===== config.mk =====
export PLATFORM = sky130hd
export DESIGN_NAME = if_fetch_stage
export DESIGN_NICKNAME = d
export VERILOG_FILES = /design/src/rtl/if_fetch_stage.sv
export SDC_FILE = /design/constraint.sdc
export NUM_CORES = 1
export LEC_CHECK = 0
export BUFFER_PORTS_ARGS = -buffer_cell sky130_fd_sc_hd__buf_2
export CORE_MARGIN = 1
export CORE_UTILIZATION = 52
export DETAILED_ROUTE_END_ITERATION = 12
export GPL_TIMING_DRIVEN = 0
export HOLD_SLACK_MARGIN = 0.06
export PLACE_DENSITY = 0.86
export SETUP_SLACK_MARGIN = 0.5
export SLEW_MARGIN = 20
export SYNTH_ARGS = -nofsm -noshare
export SYNTH_HDL_FRONTEND = slang
export SYNTH_SLANG_ARGS = --single-unit

===== constraint.sdc =====
create_clock -name Clk -period 3.31 [get_ports Clk]
set_clock_uncertainty 0.05 [all_clocks]
set_input_delay 0.1655 -clock Clk [delete_from_list [all_inputs] [get_ports Clk]]
set_output_delay 0.1655 -clock Clk [all_outputs]
set_load 0.005 [all_outputs]

===== src/rtl/if_fetch_stage.sv =====
`default_nettype none
// ============================================================================
//  Module      : if_fetch_stage
//  Description : Instruction-fetch stage with the IF/ID pipeline register.
//                Holds the PC, picks the next PC from jr/jump/branch/sequential
//                targets, and keeps saturating stall and flush event counters.
//  Revision    : 1.0  initial release
// ============================================================================
module if_fetch_stage #(
    parameter logic [31:0] RESET_PC  = 32'h0000_0000,
    parameter int          CNT_WIDTH = 16
) (
    input  logic                 Clk,
    input  logic                 Rst_n,
    input  logic                 PCWrite,
    input  logic                 IF_ID_Write,
    input  logic                 IF_ID_flush,
    input  logic                 branch_taken,
    input  logic [31:0]          branch_target,
    input  logic                 jump,
    input  logic [31:0]          jump_target,
    input  logic                 jumpReg,
    input  logic [31:0]          jr_target,
    output logic [31:0]          imem_addr,
    input  logic [31:0]          imem_rdata,
    output logic [31:0]          IF_ID_Instruction,
    output logic [31:0]          IF_ID_PCPlus4,
    output logic                 IF_ID_valid,
    output logic [CNT_WIDTH-1:0] stall_count,
    output logic [CNT_WIDTH-1:0] flush_count
);

    localparam logic [31:0]          C_NOP     = 32'h0000_0000;
    localparam logic [CNT_WIDTH-1:0] C_CNT_ONE = {{(CNT_WIDTH-1){1'b0}}, 1'b1};
    localparam logic [CNT_WIDTH-1:0] C_CNT_MAX = {CNT_WIDTH{1'b1}};

    logic [31:0]          pc_q, pc_d;
    logic [31:0]          pc_plus4;
    logic [31:0]          instr_q, instr_d;
    logic [31:0]          pcp4_q, pcp4_d;
    logic                 valid_q, valid_d;
    logic [CNT_WIDTH-1:0] stall_q, stall_d;
    logic [CNT_WIDTH-1:0] flush_q, flush_d;

    // Sequential PC wraps modulo 2^32 with no overflow indication.
    assign pc_plus4 = pc_q + 32'd4;

    // Next-PC select: jr beats jump beats branch beats sequential; a frozen PC
    // simply drops the redirect since the hazard unit re-presents it later.
    always_comb begin
        pc_d = pc_q;
        if (PCWrite) begin
            if (jumpReg)           pc_d = {jr_target[31:2], 2'b00};
            else if (jump)         pc_d = {jump_target[31:2], 2'b00};
            else if (branch_taken) pc_d = {branch_target[31:2], 2'b00};
            else                   pc_d = pc_plus4;
        end
    end

    // IF/ID next state: flush to a bubble overrides a normal load.
    always_comb begin
        instr_d = instr_q;
        pcp4_d  = pcp4_q;
        valid_d = valid_q;
        if (IF_ID_flush) begin
            instr_d = C_NOP;
            pcp4_d  = 32'h0000_0000;
            valid_d = 1'b0;
        end else if (IF_ID_Write) begin
            instr_d = imem_rdata;
            pcp4_d  = pc_plus4;
            valid_d = 1'b1;
        end
    end

    // Event counters stick at all-ones instead of wrapping.
    always_comb begin
        stall_d = stall_q;
        flush_d = flush_q;
        if (!PCWrite && !IF_ID_Write && (stall_q != C_CNT_MAX))
            stall_d = stall_q + C_CNT_ONE;
        if (IF_ID_flush && (flush_q != C_CNT_MAX))
            flush_d = flush_q + C_CNT_ONE;
    end

    // State registers, cleared asynchronously whenever reset is low.
    always_ff @(posedge Clk or negedge Rst_n) begin
        if (!Rst_n) begin
            pc_q    <= RESET_PC;
            instr_q <= C_NOP;
            pcp4_q  <= 32'h0000_0000;
            valid_q <= 1'b0;
            stall_q <= '0;
            flush_q <= '0;
        end else begin
            pc_q    <= pc_d;
            instr_q <= instr_d;
            pcp4_q  <= pcp4_d;
            valid_q <= valid_d;
            stall_q <= stall_d;
            flush_q <= flush_d;
        end
    end

    assign imem_addr         = pc_q;
    assign IF_ID_Instruction = instr_q;
    assign IF_ID_PCPlus4     = pcp4_q;
    assign IF_ID_valid       = valid_q;
    assign stall_count       = stall_q;
    assign flush_count       = flush_q;

endmodule
`default_nettype wire


==> impl_summary.log <==
[metrics] worst max-slew margin expressed relative to the limit: 48.5%
[metrics] clock tree from TritonCTS: built
[metrics] distinct cell type count after synthesis: 54
[metrics] Port Buffer Count: 254
[metrics] CTS H-tree depth: 4
[metrics] critical register-to-register path startpoint: imem_addr[2]$_DFFE_PN0P_
[metrics] wire length of the first global-routing pass: 35.9 mm
[metrics] Clock Tree Buf Depth: 2
[metrics] average cell area after synthesis: 9.46 um2
[metrics] Seq/Total Area, Yosys: 47.3%
[metrics] area growth from synthesis to final layout: 39.3%
[metrics] Initial Util: 53.1%
[metrics] post-synthesis cell count: 705
[metrics] total overflow reported by the global router: 0
[metrics] worst setup path class: flip-flop to flip-flop
[metrics] DRT Wirelength: 23.6 mm
[metrics] via count of the first global-routing pass: 6985
[metrics] area share of the largest cell type after synthesis: 47.3%
[metrics] minimum hold slack: 0.0665 ns
[metrics] mean routed wirelength per cell: 19.4 um
[metrics] Die Ht: 115 um
[metrics] Pwr per Cell Area: 501 mW/mm2
[metrics] Worst EP arrival: 2.93 ns
[metrics] hold_sp: jr_target[11]
[metrics] count of standard-cell rows: 41
[metrics] core area: 0.0126 mm2
[metrics] First DRT Iteration DRCs: 823
[metrics] fillcell total: 969
[metrics] I/O pin count: 265
[metrics] footprint of the multi-input gates: 0.00328 mm2
[metrics] register bit total from synthesis: 126
[metrics] Max stage delay cell, worst path: dfrtp_1
[metrics] number of setup violations in the final report: 0
[metrics] critical-path cell list: ha_1 -> clkbuf_1 -> nand3_1 -> or4_1 -> nor3_1 -> nor3_1 -> a211o_1
[metrics] sequential share of power: 41.6%
[metrics] antenna violations before repair: 0
[metrics] unrepaired setup endpoints after global routing: no
[metrics] Worst R2R Setup Slack: 0.62 ns
[metrics] setup repair bufs after CTS: 0
[metrics] pin count of the biggest net entering global routing: 81
[metrics] Die ar.: 0.0133 mm2
[metrics] clock transition at the registers of the reported paths: 0.06 ns
[metrics] post-place setup slack: 0.587 ns
[metrics] switch share: 30.0%
[metrics] total standard cell area after synthesis: 0.00667 mm2
[metrics] root cell of the clock tree: clkbuf_16
[metrics] fmax: 0.372 GHz
[metrics] leading cell type in the layout, fill and taps excluded: buf_2
[metrics] max cap viols: 0
[metrics] r2r endpoint: imem_addr[30]$_DFFE_PN0P_
[metrics] part of the total power dissipated in the clock network: 37.9%
[metrics] detailed-route DRC error count: 0
[metrics] top post-synthesis cells by area: dfrtp_1 47%, nor2_1 5.9%, mux2i_1 5.4%, xnor2_1 4.5%, a211oi_1 3.0%
[metrics] fraction of registers with async set/reset: 100%
[metrics] cell type with the highest aggregate area in the netlist: dfrtp_1
[metrics] primary flip-flop cell chosen by synthesis mapping: dfrtp_1
[metrics] Final Hold Vio Count: 0
[metrics] cell depth of the worst hold path: 4
[metrics] final net count: 1173
[metrics] class of the worst hold path: input pin to flip-flop
[metrics] hpwl dp: 16.6 mm
[metrics] power dissipated by switching net loads: 0.00139 W
[metrics] slowest cell delay on critical path: 0.55 ns
[metrics] combined flip-flop and latch cell area: 0.00315 mm2
[metrics] final period demand of the worst path: 2.69 ns
[metrics] Clock Latency Late Sink: 0.41 ns
[metrics] R2R cell count: 7
[metrics] synthesis warning total: 0
[metrics] number of antenna-violating nets in the routed design: 0
[metrics] ratio of final minimum period to clock period: 81.1%
[metrics] worst endpoint required time: 3.55 ns
[metrics] slew at the pin with the worst max-slew slack: 0.772 ns
[metrics] cell seen most often among critical-path stages: nor3_1
[metrics] fraction of power consumed by combinational cells: 20.5%
[metrics] number of sinks on the clock net: 126
[metrics] leakage component of the power: 4.46 nW
[metrics] EDFF count, synth: 0
[metrics] total negative setup slack: 0 ns
[metrics] kind of end point of the critical path: flip-flop
[metrics] internal power summed over all cells: 0.00326 W
[metrics] Hold Crit Endpoint: imem_addr[11]$_DFFE_PN0P_
[metrics] antenna cells: 0
[metrics] total global routing track utilization: 35.9%
[metrics] DRT Pass-1 Iters: 5
[metrics] Pwr Total: 0.00466 W
[metrics] Die X-Extent: 115 um
[metrics] crit-path max FO: 9
[metrics] gpl congestion: 1.01
[metrics] max-slew violation count: 0
[metrics] final critical-path setup slack: 0.624 ns
[metrics] layout cells sized above 1: 28.6%
[metrics] most frequent cells in the layout: 255 x buf_2, 126 x dfrtp_1, 104 x nor2_1
[metrics] clock buffer count from CTS: 17
[metrics] via total after detailed routing: 7079
[metrics] via density per instance: 5.82
[metrics] result of the run: finished, final reports clean
[metrics] maximum VDD drop: 0.287 mV
[metrics] sort of element at the start of the critical path: flip-flop
==> flip-flops by register name, summed over array words and instances, names as in the netlist <==
register           cells
IF_ID_Instruction     32
IF_ID_valid            1
imem_addr             30
stall_count           16
flush_count           16
IF_ID_PCPlus4         31
==> through the flow <==
stage | instances | util [%] | instance area, um2
after CTS | 1217 | 73.9 | 9290
after floorplan | 706 | - | 6670
final | 1217 | 73.9 | 9290
after global placement | 1132 | 64.9 | 8160
after global routing | 1217 | 73.9 | 9290
after detailed placement | 1133 | 65.2 | 8190
==> worst max path at each step <==
| stage | startpoint | endpoint | cells after the start |
|---|---|---|---|
| after floorplan | imem_addr[4]$_DFFE_PN0P_ | imem_addr[28]$_DFFE_PN0P_ | 6 |
| after global placement | Rst_n | stall_count[11]$_DFFE_PN0P_ | 1 |
| after detailed placement | imem_addr[2]$_DFFE_PN0P_ | IF_ID_PCPlus4[24]$_DFFE_PN0P_ | 6 |
| after CTS | imem_addr[2]$_DFFE_PN0P_ | IF_ID_PCPlus4[24]$_DFFE_PN0P_ | 6 |
| after global routing | imem_addr[2]$_DFFE_PN0P_ | imem_addr[30]$_DFFE_PN0P_ | 7 |
| final | imem_addr[2]$_DFFE_PN0P_ | imem_addr[30]$_DFFE_PN0P_ | 7 |
==> layout make-up <==
type	count	share of cell area (%)
Multi-Input combinational cell	517	35.2
Sequential cell	126	33.9
Timing Repair Buffer	309	19.9
Clock buffer	18	4.62
Tap cell	172	2.32
Buffer	52	2.25
Clock inverter	12	1.33
Inverter	11	0.444
==> synth_stat cells, drive strengths merged (3+ instances only) <==
| library cell | number |
|---|---|
| dfrtp | 126 |
| nor2 | 104 |
| clkbuf | 40 |
| nand2 | 37 |
| mux2i | 36 |
| nand3 | 34 |
| xnor2 | 34 |
| a211oi | 27 |
| a21oi | 23 |
| nand4 | 22 |
| nor3 | 22 |
| o21ai | 22 |
| xor2 | 17 |
| a221oi | 15 |
| and3 | 14 |
| buf | 12 |
| nor4 | 12 |
| inv | 9 |
| nand2b | 9 |
| or3 | 8 |
| and2 | 7 |
| o22ai | 7 |
| o21a | 6 |
| o31a | 6 |
| a211o | 5 |
| a221o | 5 |
| o2bb2ai | 5 |
| o31ai | 5 |
| and4 | 4 |
| or4 | 4 |
| a32o | 3 |
| ha | 3 |
| o211ai | 3 |
==> worst max-delay path: cells and delay by family, from the launching register on <==
| kind | cells | cell delay (ns) |
|---|---|---|
| flops | 1 | 0.55 |
| simple gates | 4 | 1.03 |
| fa+ha+maj | 1 | 0.20 |
| buf+inv | 1 | 0.45 |
| compound gates | 1 | 0.29 |
==> power by group through the flow <==
| stage | clock network [W] | registers (W) | logic, W |
|---|---|---|---|
| floorplan | 0 | 0.00193 | 0.000437 |
| global placement | 0 | 0.00194 | 0.000863 |
| finish | 0.00176 | 0.00194 | 0.000956 |
| detailed placement | 0 | 0.00195 | 0.000889 |
| global route | 0.00184 | 0.00196 | 0.00104 |
| CTS | 0.00177 | 0.00193 | 0.000943 |
==> what timing repair did <==
item                       4_1_cts  5_1_grt
gates resized for setup          0        1
setup endpoints to repair        0        2
hold buffers                    54        0
hold endpoints to repair        95        0
==> cells by family (layout without fill, tap and decap cells) <==
logic type                 count (synthesis)  in the layout  synth area share, %
AOI/OAI and AO/OA                        145            145                 15.6
adders and majority gates                  3              3                0.563
muxes                                     38             38                 5.74
DFF                                      126            126                 47.3
and+or+nand+nor                          278            278                 20.4
buffers and inverters                     63            402                 3.75
xor gates and xnor gates                  51             51                 6.70
other                                      1              2               0.0562
==> layer usage <==
layer	vias up	track usage [%]	share of wire [%]
met1	3340	42.3	39
met3	79	8.43	8.5
met4	0	19.0	4.2
met2	420	61.2	49
li1	3240	-	-
met5	-	0	0
Note: power is estimated with default switching activity, not from simulation.
